### src/rtl/deglitch_filter.sv
// Deglitch filter: synchronizes D0, then moves Q0 only after STABLE_CNT consecutive enabled samples differ from it.
// Optional registered RISE0/FALL0 edge pulses when DEGLITCH_FILTER_EDGE_OUT_EN is defined; tied low otherwise.
module deglitch_filter #(
  parameter int   SYNC_STAGES = 2,
  parameter int   STABLE_CNT  = 4,
  parameter logic RESET_VAL   = 1'b0
) (
  input  logic CK,
  input  logic CD,
  input  logic CE,
  input  logic D0,
  output logic Q0,
  output logic QN0,
  output logic RISE0,
  output logic FALL0
);

  localparam int CNT_W = (STABLE_CNT > 1) ? $clog2(STABLE_CNT) : 1;
  localparam logic [CNT_W-1:0] CNT_MAX = CNT_W'(STABLE_CNT - 1);
  localparam logic [CNT_W-1:0] CNT_ONE = CNT_W'(1);

  typedef enum logic {STABLE, PENDING} state_t;

  logic [SYNC_STAGES-1:0] sync_p0;
  logic [CNT_W-1:0]       cnt_q, cnt_nxt;
  state_t                 state_q, state_nxt;
  logic                   q_nxt;
  logic                   s;
  logic                   diff;

  // Stage p0: synchronizer chain, shifts every edge regardless of CE
  always_ff @(posedge CK) begin
    if (CD) sync_p0 <= {SYNC_STAGES{RESET_VAL}};
    else    sync_p0 <= {sync_p0[SYNC_STAGES-2:0], D0};
  end

  assign s = sync_p0[SYNC_STAGES-1];
  // An X on s makes diff X, which falls into the "no change" branch below.
  assign diff = (s != Q0);

  always_comb begin
    state_nxt = state_q;
    cnt_nxt   = cnt_q;
    q_nxt     = Q0;
    if (CE) begin
      case (state_q)
        STABLE: begin
          if (diff) begin
            if (cnt_q == CNT_MAX) begin
              q_nxt = s;
            end else begin
              cnt_nxt   = cnt_q + CNT_ONE;
              state_nxt = PENDING;
            end
          end
        end
        PENDING: begin
          if (diff) begin
            if (cnt_q == CNT_MAX) begin
              q_nxt     = s;
              cnt_nxt   = '0;
              state_nxt = STABLE;
            end else begin
              cnt_nxt = cnt_q + CNT_ONE;
            end
          end else begin
            cnt_nxt   = '0;
            state_nxt = STABLE;
          end
        end
      endcase
    end
  end

  // Stage p1: filter state and registered output pair
  always_ff @(posedge CK) begin
    if (CD) begin
      state_q <= STABLE;
      cnt_q   <= '0;
      Q0      <= RESET_VAL;
      QN0     <= ~RESET_VAL;
    end else begin
      state_q <= state_nxt;
      cnt_q   <= cnt_nxt;
      Q0      <= q_nxt;
      QN0     <= ~q_nxt;
    end
  end

`ifdef DEGLITCH_FILTER_EDGE_OUT_EN
  logic rise_q, fall_q;

  // Stage p2: edge pulses; reset-driven Q0 changes never pulse
  always_ff @(posedge CK) begin
    if (CD) begin
      rise_q <= 1'b0;
      fall_q <= 1'b0;
    end else begin
      rise_q <= q_nxt & ~Q0;
      fall_q <= ~q_nxt & Q0;
    end
  end

  assign RISE0 = rise_q;
  assign FALL0 = fall_q;
`else
  assign RISE0 = 1'b0;
  assign FALL0 = 1'b0;
`endif

endmodule

### config.mk
export PLATFORM = sky130hd
export DESIGN_NAME = deglitch_filter
export DESIGN_NICKNAME = d
export VERILOG_FILES = /design/src/rtl/deglitch_filter.sv
export SDC_FILE = /design/constraint.sdc
export NUM_CORES = 1
export LEC_CHECK = 0
export ABC_AREA = 1
export CORE_AREA = 10 10 47 49
export DETAILED_ROUTE_END_ITERATION = 6
export DIE_AREA = 0 0 57 59
export PLACE_DENSITY = 0.59
export SLEW_MARGIN = 20
export SYNTH_ARGS = -nofsm -noshare
export SYNTH_HDL_FRONTEND = slang
export SYNTH_SLANG_ARGS = --single-unit
export TNS_END_PERCENT = 30
### constraint.sdc
create_clock -name CK -period 2.5 [get_ports CK]
set_input_delay 0.25 -clock CK [delete_from_list [all_inputs] [get_ports CK]]
set_output_delay 0.25 -clock CK [all_outputs]
set_load 0.005 [all_outputs]
### After elaboration in Yosys (flattened, before gate mapping)

Index checks and enable logic that the tools add are counted.

* equality and inequality tests: 4
* order comparisons: 0
* $add $sub $neg: 1
* shift operators: 0
* divide/modulo/power cells: 0
* multipliers: 0
* bitwise gates (word level): 2
* reduce and logical (&&, ||, !) cells: 1
* multiplexer cells: 10

Operators by type and width (count)
* two-way mux 2 bit: 4
* two-way mux 1 bit: 5
* != test 2 bit (second input constant): 2
* case mux 2 bit (2 select lines): 1
* AND reduction 3 bit: 1
* adder 2 x 1 -> 2 bit (second input constant): 1
* == test 2 bit (second input constant): 1
* NOT 1 bit: 2
* != test 1 bit: 1

* output and inout port bits: 4
* memories: 0
* word-level logic and storage cells: 23
* input bits: 4
* latch bits: 0
* register bits: 7
* RAM bits: 0
* bits in read-only memories: 0

### Logic depth before layout (Yosys ltp)

Gate-level depths: netlist (run 1).

* word-level depth: 5
* mapped depth: 7

### Worst setup path after synthesis (run 1)

Ideal clock, no wire load.

* path type: register to register
* start: reg cnt_q[0]
* end: reg cnt_q[0]
* period minus slack after synthesis: 1029 ps
* path slack: 1471 ps
* cell stages (with the launch flop): 8
* arrival: 920 ps
* path buffers: 0
* setup time: 110 ps
* cells stage by stage: dfxtp_1 ha_1 nor2_4 nand3_4 nand2_2 nand2_1 inv_1 nor2_2

* longest elaborated chain between the ends: 4
* elaborated cells on any way between the ends: 9
* classes of those cells: add/sub: 1; eq/ne: 2; mux: 5; reduce/logical: 1

RTL lines
* start: declaration: RTL line 25 `logic [CNT_W-1:0] cnt_q, cnt_nxt;`
* start signal: assignment: RTL line 84 `cnt_q <= cnt_nxt;`
* adder 2 x 1 -> 2 bit or == test 2 bit (tied branches)
* two-way mux 2 bit (on tied branches): RTL line 59, 49
* two-way mux 2 bit (on tied branches): RTL line 58, 48
* case mux 2 bit (2 select lines): RTL line 46 `case (state_q)`

Several ways; a longest one is shown, not always the timed one. The select of a mux whose other input is x is not followed.
A chain may end at the register's enable or synchronous reset.

==> tab_implementation.tex, run 1 <==
\begin{tabular}{lr}
\hline
Metric & Value \\
\hline
\multicolumn{2}{l}{\textbf{Status}} \\
\quad Run status & finished, final reports clean \\
\multicolumn{2}{l}{\textbf{CTS}} \\
\quad \# resized after CTS & 0 \\
\quad Max H-tree Level & 1 \\
\quad Count of hold-fix buffers inserted at cts & 0 \\
\quad Clock transition at the registers of the reported paths & 0.05 ns \\
\quad TritonCTS Buffers & 3 \\
\quad Sink count of the clock tree & 7 \\
\quad CTS tree & built \\
\quad Number of buffers on the longest clock path & 2 \\
\quad Post CTS Setup Buffer Count & 0 \\
\quad Worst-Skew Late Latency & 0.25 ns \\
\quad Clock root cell & sky130\_fd\_sc\_hd\_\_clkbuf\_4 \\
\multicolumn{2}{l}{\textbf{STA}} \\
\quad Final period util & 54.95\% \\
\quad Pins over their slew limit & 0 \\
\quad Aggregate negative setup slack & 0 ns \\
\quad RSZ-0062 raised after global routing & no \\
\quad Hold Worst Slack & 0.4010 ns \\
\quad Max Fclk & 728.0 MHz \\
\quad Final worst-path setup slack & 1.126 ns \\
\quad Setup-violating endpoint count in the final report & 0 \\
\quad Clk\_skew & 0.002134 ns \\
\quad Count of final hold-check violations & 0 \\
\quad Min cycle time layout & 1.374 ns \\
\multicolumn{2}{l}{\textbf{Logic synthesis}} \\
\quad Number of synthesized register bits & 7 \\
\quad Largest family of logic cells by synthesized area & simple AND/OR/NAND/NOR gates \\
\quad Post-synthesis cell count & 52 \\
\quad Post-synthesis share of cell area spent on full adders, half adders and majority gates & 6.734\% \\
\quad Share of synthesized area occupied by flip-flops and latches & 37.71\% \\
\quad Fraction of synthesized cell area in xor and xnor cells & 0\% \\
\quad Yosys warning count & 0 \\
\quad Synthesized cell area & 371.6 sq um \\
\quad Post-synthesis mux area share & 0\% \\
\quad Synthesized-area fraction occupied by and/or/nand/nor cells & 36.70\% \\
\quad Synth unique cells & 13 \\
\quad Avg Cell Area, Syn & 7.146 sq um \\
\quad Fraction of the mapped netlist area in compound gates & 2.694\% \\
\multicolumn{2}{l}{\textbf{Setup path}} \\
\quad Count of buffer and inverter cells on the critical path & 1 \\
\quad Cell with the biggest individual delay on the critical path & sky130\_fd\_sc\_hd\_\_clkdlybuf4s50\_1 \\
\quad Worst r2r path cells & 7 \\
\quad Delay of the slowest cell on the worst path & 0.52 ns \\
\quad R2r endpoint & cnt\_q[0] \\
\quad Critical Path RT & 2.25 ns \\
\quad Critical path's top delay family & buffers and inverters \\
\quad Logic depth of the worst setup path including buffers & 1 \\
\quad Endpoint arrival time on the critical path & 1.12 ns \\
\quad Element type at the critical path start & flip-flop \\
\quad Chain of cells forming the critical path & clkdlybuf4s50\_1 \\
\quad Worst setup path category & reg -> out \\
\quad R2R Setup Slk & 1.41 ns \\
\quad Launching point of the worst reg2reg path & cnt\_q[0] \\
\quad Maximum fanout along the worst path & 4 \\
\quad Critical path destination & Q0 \\
\quad Nature of the critical path endpoint & output port \\
\multicolumn{2}{l}{\textbf{Placed design}} \\
\quad Dpl hpwl & 511.5 microns \\
\quad Cell area reported after detailed placement & 430.4 sq um \\
\quad Setup WS pre-CTS & 1.153 ns \\
\quad Weighted congestion at the end of routability-driven global placement & 0.8111 \\
\quad Number of buffer cells added on primary ports & 5 \\
\multicolumn{2}{l}{\textbf{Detailed routing}} \\
\quad Routed met2 length & 261 microns \\
\quad Antenna Nets Post-Route & 0 \\
\quad Number of iterations in the first detailed-routing pass & 5 \\
\quad Via density per instance & 4.105 \\
\quad Number of vias in the routed layout & 312 \\
\quad Highest signal layer in the routed design & met4 \\
\quad DR DRC count & 0 \\
\quad Initial detailed-routing violation count & 5 \\
\quad Total wirelength of the detailed-routed design & 601 microns \\
\quad Sum of routed wire segments on met1 & 261 microns \\
\quad Detail Route met3 WL & 34 microns \\
\quad Routed wire per std cell & 7.908 microns \\
\multicolumn{2}{l}{\textbf{Floorplan}} \\
\quad Chip width & 57 microns \\
\quad Starting density of the core & 26.52\% \\
\quad Placeable core area & 1401 sq um \\
\quad Total I/O pin count & 8 \\
\quad Number of rows created at floorplan & 14 \\
\quad Full die area & 3363 sq um \\
\quad Die height & 59 microns \\
\multicolumn{2}{l}{\textbf{Cells and area}} \\
\quad Register cell area after layout & 140.1 sq um \\
\quad Share of layout cells above drive strength 1 & 15.00\% \\
\quad Number of filler cells placed in the layout & 176 \\
\quad Multi-input gate area & 178.9 sq um \\
\quad Signed area change from the synthesized netlist to the final layout & 22.90\% \\
\quad Net count reported at finish & 67 \\
\quad Cell area after layout & 456.7 sq um \\
\quad Fin util & 32.59\% \\
\quad Antenna diode count & 0 \\
\multicolumn{2}{l}{\textbf{Power}} \\
\quad IR drop worst, VDD & 0.0002657 V \\
\quad Lkg Pwr & 0.2364 nW \\
\quad Power per Cell Area & 528.4 nW/um\^{}2 \\
\multicolumn{2}{l}{\textbf{Global route}} \\
\quad Maximum number of pins on one net before global-route repair & 5 \\
\quad Total routing usage reported by global routing & 4.323\% \\
\quad Number of global-route vias before repair & 282 \\
\quad Antenna violations before repair & 0 \\
\quad First-pass GRT wire length & 1055 microns \\
\quad Total congestion overflow after global routing & 0 \\
\multicolumn{2}{l}{\textbf{Run}} \\
\quad Max-capacitance violation count & 0 \\
\multicolumn{2}{l}{\textbf{Worst hold path}} \\
\quad Hold/Removal Path Class & reg -> reg \\
\hline
\end{tabular}
[metal layers]
metal / up-vias / global-route usage [%]
li1: 163 / -
met1: 132 / 4.281
met2: 11 / 5.581
met3: 6 / 1.502
met4: 0 / 7.047
met5: - / 0
[cell type report]
type	instances	area share (%)
inverter	11	9.041
multi-input combinational	33	39.18
tap	16	4.384
timing repair buffer	5	10.96
clock buffer	4	5.753
sequential	7	30.68
[cell families after synthesis]
group | after synthesis
simple gates | 27
other cells | 1
fa+ha+maj | 2
flops | 7
compound gates | 2
buf+inv | 13
[how the worst min path moves through the flow]
stage          startpoint         end  slack [ns]  cells past startpoint
3_5_place_dp   sync_p0[0]  sync_p0[1]        0.40                      2
2_1_floorplan          CD     state_q        0.32                      1
4_1_cts        sync_p0[0]  sync_p0[1]        0.40                      2
3_3_place_gp   sync_p0[0]  sync_p0[1]        0.39                      2
5_1_grt        sync_p0[0]  sync_p0[1]        0.43                      2
6_report       sync_p0[0]  sync_p0[1]        0.40                      2
[per-stage QoR]
step | power (mW) | std cells
after detailed placement | 0.1438 | 72
final | 0.2413 | 76
after CTS | 0.2488 | 76
after floorplan | 0.1374 | 53
after global routing | 0.2565 | 76
after global placement | 0.1432 | 72
[synthesized netlist by cell type]
| cell type | number | area (sq um) |
|---|---|---|
| sky130_fd_sc_hd__nand3_4 | 1 | 17.52 |
| sky130_fd_sc_hd__nand2_1 | 14 | 52.55 |
| sky130_fd_sc_hd__buf_4 | 2 | 15.01 |
| sky130_fd_sc_hd__nand2_2 | 2 | 12.51 |
| sky130_fd_sc_hd__conb_1 | 1 | 3.750 |
| sky130_fd_sc_hd__a21oi_1 | 2 | 10.01 |
| sky130_fd_sc_hd__nor2_1 | 4 | 15.01 |
| sky130_fd_sc_hd__dfxtp_1 | 7 | 140.1 |
| sky130_fd_sc_hd__nor2_4 | 1 | 11.26 |
| sky130_fd_sc_hd__nor2_2 | 2 | 12.51 |
| sky130_fd_sc_hd__ha_1 | 2 | 25.02 |
| sky130_fd_sc_hd__inv_1 | 11 | 41.29 |
| sky130_fd_sc_hd__nand3_1 | 3 | 15.01 |
[cells in the final DEF (no fill, tap or decap), drive strengths merged]
cell type and instances:
nand2 16, dfxtp 7, a21oi 2, ha 2
clkdlybuf4s50 5, nor2 7, nand3 4, clkbuf 4
inv 11, conb 2
[power by group]
part / internal, mW / switching [mW] / total, mW / leakage [nW]
clock: 0.0607 / 0.0392 / 0.0999 / 0.0150
sequential: 0.116 / 0.00291 / 0.119 / 0.0571
combinational: 0.0108 / 0.0120 / 0.0228 / 0.164
total: 0.187 / 0.0541 / 0.241 / 0.236
Power figures use the tool's default switching activity.
==> run 2: changes to the inputs <==
==> constraint.sdc (replaced) <==
create_clock -name CK -period 1.4 [get_ports CK]
set_input_delay 0.14 -clock CK [delete_from_list [all_inputs] [get_ports CK]]
set_output_delay 0.14 -clock CK [all_outputs]
set_load 0.005 [all_outputs]
==> run 2 against run 1 <==
Power rose by 78%. Routed wire length is 3.2% lower. Non-clock buffer count stayed put. Count of clock-buffer cells in the layout stayed put. Clock skew up 0.0025 ns. Hold slack improved by 0.00050 ns. Setup slack worse by 0.98 ns. Clock power increased by 77%. Global-route usage down 0.17 points. Largest power group unchanged.
==> tab_implementation.tex, run 2 (synthesis results as in run 1) <==
\begin{tabular}{lr}
\hline
Metric & Value \\
\hline
\multicolumn{2}{l}{\textbf{Placed design}} \\
\quad Dpl hpwl & 514.3 microns \\
\quad Weighted congestion at the end of routability-driven global placement & 0.7400 \\
\quad Cell area reported after detailed placement & 430.4 sq um \\
\quad Number of buffer cells added on primary ports & 5 \\
\multicolumn{2}{l}{\textbf{Setup path}} \\
\quad Element type at the critical path start & flip-flop \\
\quad Launching point of the worst reg2reg path & cnt\_q[0] \\
\quad Endpoint arrival time on the critical path & 1.11 ns \\
\quad Critical path's top delay family & buffers and inverters \\
\quad Count of buffer and inverter cells on the critical path & 1 \\
\quad Delay of the slowest cell on the worst path & 0.52 ns \\
\quad Maximum fanout along the worst path & 4 \\
\quad Critical Path RT & 1.26 ns \\
\quad Chain of cells forming the critical path & clkdlybuf4s50\_1 \\
\quad Cell with the biggest individual delay on the critical path & sky130\_fd\_sc\_hd\_\_clkdlybuf4s50\_1 \\
\quad Nature of the critical path endpoint & output port \\
\quad Worst setup path category & reg -> out \\
\multicolumn{2}{l}{\textbf{STA}} \\
\quad Pins over their slew limit & 0 \\
\quad Final period util & 89.61\% \\
\quad Aggregate negative setup slack & 0 ns \\
\quad Hold Worst Slack & 0.4015 ns \\
\quad RSZ-0062 raised after global routing & no \\
\quad Min cycle time layout & 1.255 ns \\
\quad Count of final hold-check violations & 0 \\
\quad Setup-violating endpoint count in the final report & 0 \\
\quad Clk\_skew & 0.004628 ns \\
\quad Max Fclk & 797.1 MHz \\
\multicolumn{2}{l}{\textbf{Cells and area}} \\
\quad Number of filler cells placed in the layout & 170 \\
\quad Most common cell after layout, fill and taps aside & sky130\_fd\_sc\_hd\_\_nand2\_1 \\
\quad Signed area change from the synthesized netlist to the final layout & 22.90\% \\
\quad Commonest cells after routing, fill and taps aside & sky130\_fd\_sc\_hd\_\_nand2\_1, sky130\_fd\_sc\_hd\_\_inv\_1, sky130\_fd\_sc\_hd\_\_dfxtp\_1, sky130\_fd\_sc\_hd\_\_clkdlybuf4s50\_1, sky130\_fd\_sc\_hd\_\_nor2\_1 \\
\quad Fin util & 32.59\% \\
\quad Share of layout cells above drive strength 1 & 15.00\% \\
\quad Cell area after layout & 456.7 sq um \\
\quad Antenna diode count & 0 \\
\quad Net count reported at finish & 67 \\
\multicolumn{2}{l}{\textbf{CTS}} \\
\quad TritonCTS Buffers & 3 \\
\quad Sink count of the clock tree & 7 \\
\quad Post CTS Setup Buffer Count & 0 \\
\quad Worst-Skew Late Latency & 0.25 ns \\
\quad CTS tree & built \\
\quad Max H-tree Level & 1 \\
\quad Clock root cell & sky130\_fd\_sc\_hd\_\_clkbuf\_4 \\
\quad Number of buffers on the longest clock path & 2 \\
\quad Count of hold-fix buffers inserted at cts & 0 \\
\quad \# resized after CTS & 0 \\
\quad Clock transition at the registers of the reported paths & 0.05 ns \\
\multicolumn{2}{l}{\textbf{Floorplan}} \\
\quad Chip width & 57 microns \\
\quad Placeable core area & 1401 sq um \\
\quad Die height & 59 microns \\
\quad Total I/O pin count & 8 \\
\quad Number of rows created at floorplan & 14 \\
\quad Starting density of the core & 26.52\% \\
\quad Full die area & 3363 sq um \\
\multicolumn{2}{l}{\textbf{Detailed routing}} \\
\quad Number of vias in the routed layout & 292 \\
\quad Routed wire per std cell & 7.658 microns \\
\quad Number of iterations in the first detailed-routing pass & 3 \\
\quad Antenna Nets Post-Route & 0 \\
\quad Initial detailed-routing violation count & 1 \\
\quad Via density per instance & 3.842 \\
\quad DR DRC count & 0 \\
\quad Total wirelength of the detailed-routed design & 582 microns \\
\multicolumn{2}{l}{\textbf{Global route}} \\
\quad Total congestion overflow after global routing & 0 \\
\quad Maximum number of pins on one net before global-route repair & 5 \\
\quad First-pass GRT wire length & 1083 microns \\
\quad Antenna violations before repair & 0 \\
\quad Met1 layer usage reported by global route & 4.172\% \\
\quad Total routing usage reported by global routing & 4.154\% \\
\quad Most crowded layer after global routing & met2 \\
\quad Number of global-route vias before repair & 297 \\
\quad Met2 Track Usage GR & 6.047\% \\
\quad Met3 track utilization from global routing & 1.502\% \\
\multicolumn{2}{l}{\textbf{Power}} \\
\quad IR drop worst, VDD & 0.0003717 V \\
\quad Lkg Pwr & 0.2364 nW \\
\quad Power per Cell Area & 939.9 nW/um\^{}2 \\
\multicolumn{2}{l}{\textbf{Worst hold path}} \\
\quad Min-delay src & sync\_p0[0] \\
\quad Hold/Removal Path Class & reg -> reg \\
\multicolumn{2}{l}{\textbf{Run}} \\
\quad Max-capacitance violation count & 0 \\
\multicolumn{2}{l}{\textbf{Status}} \\
\quad Run status & finished, final reports clean \\
\hline
\end{tabular}
==> run 2: worst min-delay path: cells and delay by family, from the launching register on <==
kind / cells / cell delay, ns
flops: 1 / 0.29
buf+inv: 1 / 0.04
simple gates: 1 / 0.03
==> run 2: path summary, 6_finish.rpt <==
check                     to  slack [ns]  cells past startpoint
hold / removal    sync_p0[1]        0.40                      2
setup reg to reg    cnt_q[1]        0.31                      7
hold reg to reg   sync_p0[1]        0.40                      2
setup / recovery          Q0        0.15                      1
==> run 2: power by group <==
part           leakage (nW)  switching [mW]  total [mW]  internal (mW)
combinational         0.164          0.0213      0.0405         0.0193
sequential           0.0571         0.00499       0.211          0.206
clock                0.0150          0.0689       0.177          0.108
total                 0.236          0.0951       0.429          0.334
==> run 2: metrics by stage <==
stage               worst slack, ns  std cells  total power, mW
global route                0.06181         76           0.4590
global placement             0.1531         72           0.2563
finish                       0.1455         76           0.4293
detailed placement           0.1555         72           0.2565
floorplan                    0.3705         53           0.2453
CTS                          0.1184         76           0.4400
==> run 2: final cells by class <==
class,instances,area [sq um],share of cell area [%]
Timing Repair Buffer,5,50.05,10.96
Sequential cell,7,140.1,30.68
Tap cell,16,20.02,4.384
Clock buffer,4,26.28,5.753
Multi-Input combinational cell,33,178.9,39.18
Inverter,11,41.29,9.041
==> run 2: metal layers <==
layer,share of wire [%],wire [microns]
met5,0,0
met4,2.6,15
met3,5.2,30
met1,47,275
met2,45,260
==> run 3: changes to the inputs <==
--- a/config.mk
+++ b/config.mk
@@ -7,6 +7,7 @@
 export LEC_CHECK = 0
 export ABC_AREA = 1
 export CORE_AREA = 10 10 47 49
+export CTS_CLUSTER_SIZE = 25
 export DETAILED_ROUTE_END_ITERATION = 6
 export DIE_AREA = 0 0 57 59
 export PLACE_DENSITY = 0.59
==> results of run 3 <==
Final layout, timing and power as in run 2 (identical DEF).
==> RTL change 1 (settings of run 2) <==
`STABLE_CNT`: 4 -> 16.
--- a/src/rtl/deglitch_filter.sv
+++ b/src/rtl/deglitch_filter.sv
@@ -4,3 +4,3 @@
   parameter int   SYNC_STAGES = 2,
-  parameter int   STABLE_CNT  = 4,
+  parameter int   STABLE_CNT  = 16,
   parameter logic RESET_VAL   = 1'b0
Function: changed (a bounded check fails within 10 cycles, from zero or initial values).
==> RTL change 1 against run 2 <==
Maximum frequency fell by 2.1%; utilization rose by 5.0 points; power rose by 16%; setup slack got worse by 0.027 ns; cell area grew 15%; area after synthesis increased by 20%; register-to-register slack got worse by 0.11 ns; wire length grew 42%; clock power rose by 15%; synthesized cell count increased by 13%; sequential cell count increased by 2; combinational power down 25%; final cell count is 7.9% higher.
==> RTL change 1: results (changes against run 2) <==
STA
  – Post-route minimum period: 1.281 ns (+0.02678 ns)
  – Hold slack: 0.4050 ns (+0.003558 ns)
  – Clk_skew: 0.005286 ns (+0.0006581 ns)

Placement
  – Final HPWL DP: 616.6 um (+20%)
  – GP Congestion: 0.7114 (-3.9%)
  – Placed Area: 500.5 um2 (+16%)
  – Worst slack at placement: 0.1496 ns (-0.005852 ns)
  – Port buffer count: 5 (unchanged)
  – Placed cell count: 78 (+8.3%)

CTS
  – CTS buffer count: 3 (unchanged)
  – Post-CTS sizing: 0 (unchanged)
  – CTS Buffer Depth: 2 (unchanged)
  – Setup Buffers After CTS: 0 (unchanged)
  – CTS root buf: clkbuf_4
  – Later-pin clock latency in the skew report: 0.26 ns

Finish
  – Fillers: 171 (+0.59%)
  – Nets@finish: 72 (+7.5%)
  – Share of post-route cells with drive strength above 1: 15.15% (+0.15 points)
  – Number of diodes: 0 (unchanged)
  – Post-route insts no fill: 82 (+7.9%)

GRT
  – Vias in the first global route: 351 (+18%)
  – GRT Util Overall: 5.147% (+0.99 points)
  – First-pass GRT wire length: 1345 um (+24%)
  – Largest net degree at the start of global routing: 9 (+4)
  – Initial antenna violation count: 0 (unchanged)

Synthesis
  – Post-Synth Adder-Cell Area: 2.809% (-3.9 points)
  – Post-synthesis xor/xnor area fraction: 1.966% (+2.0 points)
  – Post-synth top cells: 10 x inv_1, 9 x dfxtp_1, 9 x nand2_1
  – Post-synthesis compound-gate area fraction: 9.831% (+7.1 points)
  – Top post-synthesis cells by area: dfxtp_1 40%, inv_1 8.4%, nand2_1 7.6%
  – Synth Instances: 59 (+13%)
  – Distinct cell type count after synthesis: 21 (+8)
  – Register area share after synthesis: 40.45% (+2.7 points)
  – Post-synth ARST share: 0% (unchanged)
  – Mux contribution to synthesized area: 0% (unchanged)
  – Post-synth EDFFs: 0 (unchanged)
  – Synthesis warning total: 0 (unchanged)

Pwr
  – Leak pwr: 0.2220 nW (-6.1%)
  – Worst vdd ir: 0.4528 mV (+22%)

Routing
  – DRT Pass-1 Iters: 3 (unchanged)
  – Routed wire length: 827 um (+42%)
  – Initial detailed-routing violation count: 5 (+4)
  – Vias/cell: 4.524 (+18%)

Critical path
  – Flop2flop setup slack: 0.20 ns (-0.11 ns)
  – Worst path top cell family by delay: buffers and inverters
  – FF-to-FF Start: cnt_q[0]$_SDFFE_PP0P_
  – WP data arrival: 1.14 ns (+0.03 ns)
  – Crit path launch: Q0$_SDFF_PP0_
  – R2r endpoint: cnt_q[0]$_SDFFE_PP0P_
  – Worst Reg-to-Reg Cells: 6 (-1)

Run status
  – Status: finished, final reports clean

Flow run
  – Max Cap Viol: 0 (unchanged)
## RTL change 1: cell types whose count changed after synthesis, moves of 2 or more
cell     delta
nand4_1     +3
nand3_2     +2
nor2_1      +2
a21oi_2     +2
dfxtp_1     +2
nand2_1     -5
nor2_2      -2
## RTL change 1: where the power goes
group	internal (W)	switching, W	leakage, nW
combinational	0.0000136	0.0000169	0.134
clock	0.000110	0.0000943	0.0150
sequential	0.000261	0.00000301	0.0731
## RTL change 1: area by class of cell
class / count / area [um2] / area share [%]
multi-input cells: 37 / 209.0 / 39.67
flip-flops and latches: 9 / 180.2 / 34.20
repair buffers: 5 / 50.05 / 9.501
inverters: 11 / 41.29 / 7.838
clock buffers: 4 / 26.28 / 4.988
well taps: 16 / 20.02 / 3.800
## RTL change 1: layer usage
layer	track usage, %	vias to the layer above	wire length (um)
met3	2.146	3	37
met4	5.034	0	27
met5	0	-	0
met2	8.217	7	395
li1	-	196	-
met1	4.881	165	366
==> RTL change 2 (config.mk and constraints of run 2) <==
Without the edit above. Register the output `QN0` once more; this adds one clock of latency there. The other outputs are not delayed to match.
--- a/src/rtl/deglitch_filter.sv
+++ b/src/rtl/deglitch_filter.sv
@@ -22,2 +22,4 @@
   typedef enum logic {STABLE, PENDING} state_t;
+
+  logic QN0_s0;
 
@@ -80,3 +82,3 @@
       Q0      <= RESET_VAL;
-      QN0     <= ~RESET_VAL;
+      QN0_s0  <= ~RESET_VAL;
     end else begin
@@ -85,3 +87,3 @@
       Q0      <= q_nxt;
-      QN0     <= ~q_nxt;
+      QN0_s0  <= ~q_nxt;
     end
@@ -110,2 +112,6 @@
 
+  always_ff @(posedge CK) begin
+    QN0 <= QN0_s0;
+  end
+
 endmodule
Behaviour: not the same (Yosys sat finds a counterexample within 4 cycles, from zero or initial values).
==> RTL change 2 against run 2 <==
Clock skew decreased by 0.0017 ns; area after synthesis increased by 0.67%; non-clock buffer count unchanged; sequential power increased by 16%; count of clock-buffer cells in the layout decreased by 1; register-to-register slack improved by 0.08 ns; cell area decreased by 0.27%; sequential cell count increased by 1; setup slack improved by 0.0099 ns; power increased by 8.1%; maximum frequency increased by 0.80%; wire length increased by 2.6%; die area unchanged; critical path type unchanged; largest cell class unchanged.
==> RTL change 2: results (changes against run 2) <==
Synthesis
  – Post-synth top cells: 11 x inv_1, 10 x nand2_1, 8 x dfxtp_1, 8 x nor2_1
  – Top post-synthesis cells by area: dfxtp_1 43%, inv_1 11%, nand2_1 10%
  – Synthesis warning total: 0 (unchanged)
  – Register area share after synthesis: 42.81% (+5.1 points)
  – Distinct cell type count after synthesis: 13 (unchanged)

CTS
  – Htree depth: 1 (unchanged)
  – Later-pin clock latency in the skew report: 0.24 ns

Min path
  – Hold-critical path depth: 0 (-2)
  – Min-Delay Startpoint: QN0_s0$_SDFF_PP1_

Placement
  – Final HPWL DP: 497.3 um (-3.3%)
  – GP Congestion: 0.7641 (+3.3%)
  – Placed Area: 432.9 um2 (+0.58%)
  – Worst slack at placement: 0.2545 ns (+0.09902 ns)

STA
  – Clk_skew: 0.002891 ns (-0.001737 ns)

Finish
  – Nets@finish: 66 (-1.5%)
  – Share of post-route cells with drive strength above 1: 13.79% (-1.2 points)
  – Fillers: 159 (-6.5%)
  – Number of diodes: 0 (unchanged)

Routing
  – DR vias: 294 (+0.68%)
  – Routed wire length: 597 um (+2.6%)
  – DRT Pass-1 Iters: 4 (+1)
  – Initial detailed-routing violation count: 9 (+8)

Run status
  – Status: finished, final reports clean

GRT
  – Vias in the first global route: 266 (-10%)
  – First-pass GRT wire length: 1007 um (-7.0%)
  – GRT Util Overall: 3.811% (-0.34 points)

Pwr
  – Worst vdd ir: 0.4052 mV (+9.0%)
  – Leak pwr: 0.2359 nW (-0.23%)

Critical path
  – Max FO, Critical Path: 3 (-1)
  – Worst path top cell family by delay: buffers and inverters
  – Worst Reg-to-Reg Cells: 6 (-1)
-- RTL change 2: changes by cell type after synthesis, sizes merged --
cell | run 2 | this run
nand2 | 16 | 12
a21o | 0 | 1
dfxtp | 7 | 8
nand3 | 4 | 3
nor2 | 7 | 8
o21ai | 0 | 1
-- RTL change 2: cells by family (layout without fill, tap and decap cells) --
| family | after synthesis | after routing | share of synthesized area, % |
|---|---|---|---|
| buf+inv | 13 | 19 | 15.05 |
| simple gates | 23 | 23 | 28.09 |
| flops | 8 | 8 | 42.81 |
| compound gates | 4 | 4 | 6.354 |
| fa+ha+maj | 2 | 2 | 6.688 |
| other cells | 1 | 2 | 1.002 |
-- RTL change 2: metal layers --
layer	track usage, %	up-vias	wire length, um
li1	-	160	-
met1	3.943	127	295
met2	5.116	5	260
met3	2.790	2	33
met4	3.020	0	8
met5	0	-	0
-- RTL change 2: worst paths after layout --
check        slack (ns)               endpoint
max                0.16                     Q0
min                0.33            QN0$_DFF_P_
max reg2reg        0.39  cnt_q[0]$_SDFFE_PP0P_
min reg2reg        0.33            QN0$_DFF_P_
-- RTL change 2: final cells by class --
cell class	instances	area share (%)
Clock buffer	3	4.945
Inverter	11	9.066
Multi-Input combinational cell	31	35.44
Sequential cell	8	35.16
Tap cell	16	4.396
Timing Repair Buffer	5	10.99
-- RTL change 2: metrics by stage --
step | instances | utilization, % | hold slack, ns
2_1_floorplan | 52 | - | 0.2112
3_3_place_gp | 71 | 30.89 | 0.3140
3_5_place_dp | 71 | 30.89 | 0.3157
4_1_cts | 74 | 32.50 | 0.3277
5_1_grt | 74 | 32.50 | 0.3303
6_report | 74 | 32.50 | 0.3250
-- RTL change 2: power breakdown --
group	switching (W)	internal, W
Combinational	0.0000268	0.0000244
Clock	0.0000705	0.0000976
Sequential	0.00000695	0.000238
Total	0.000104	0.000360
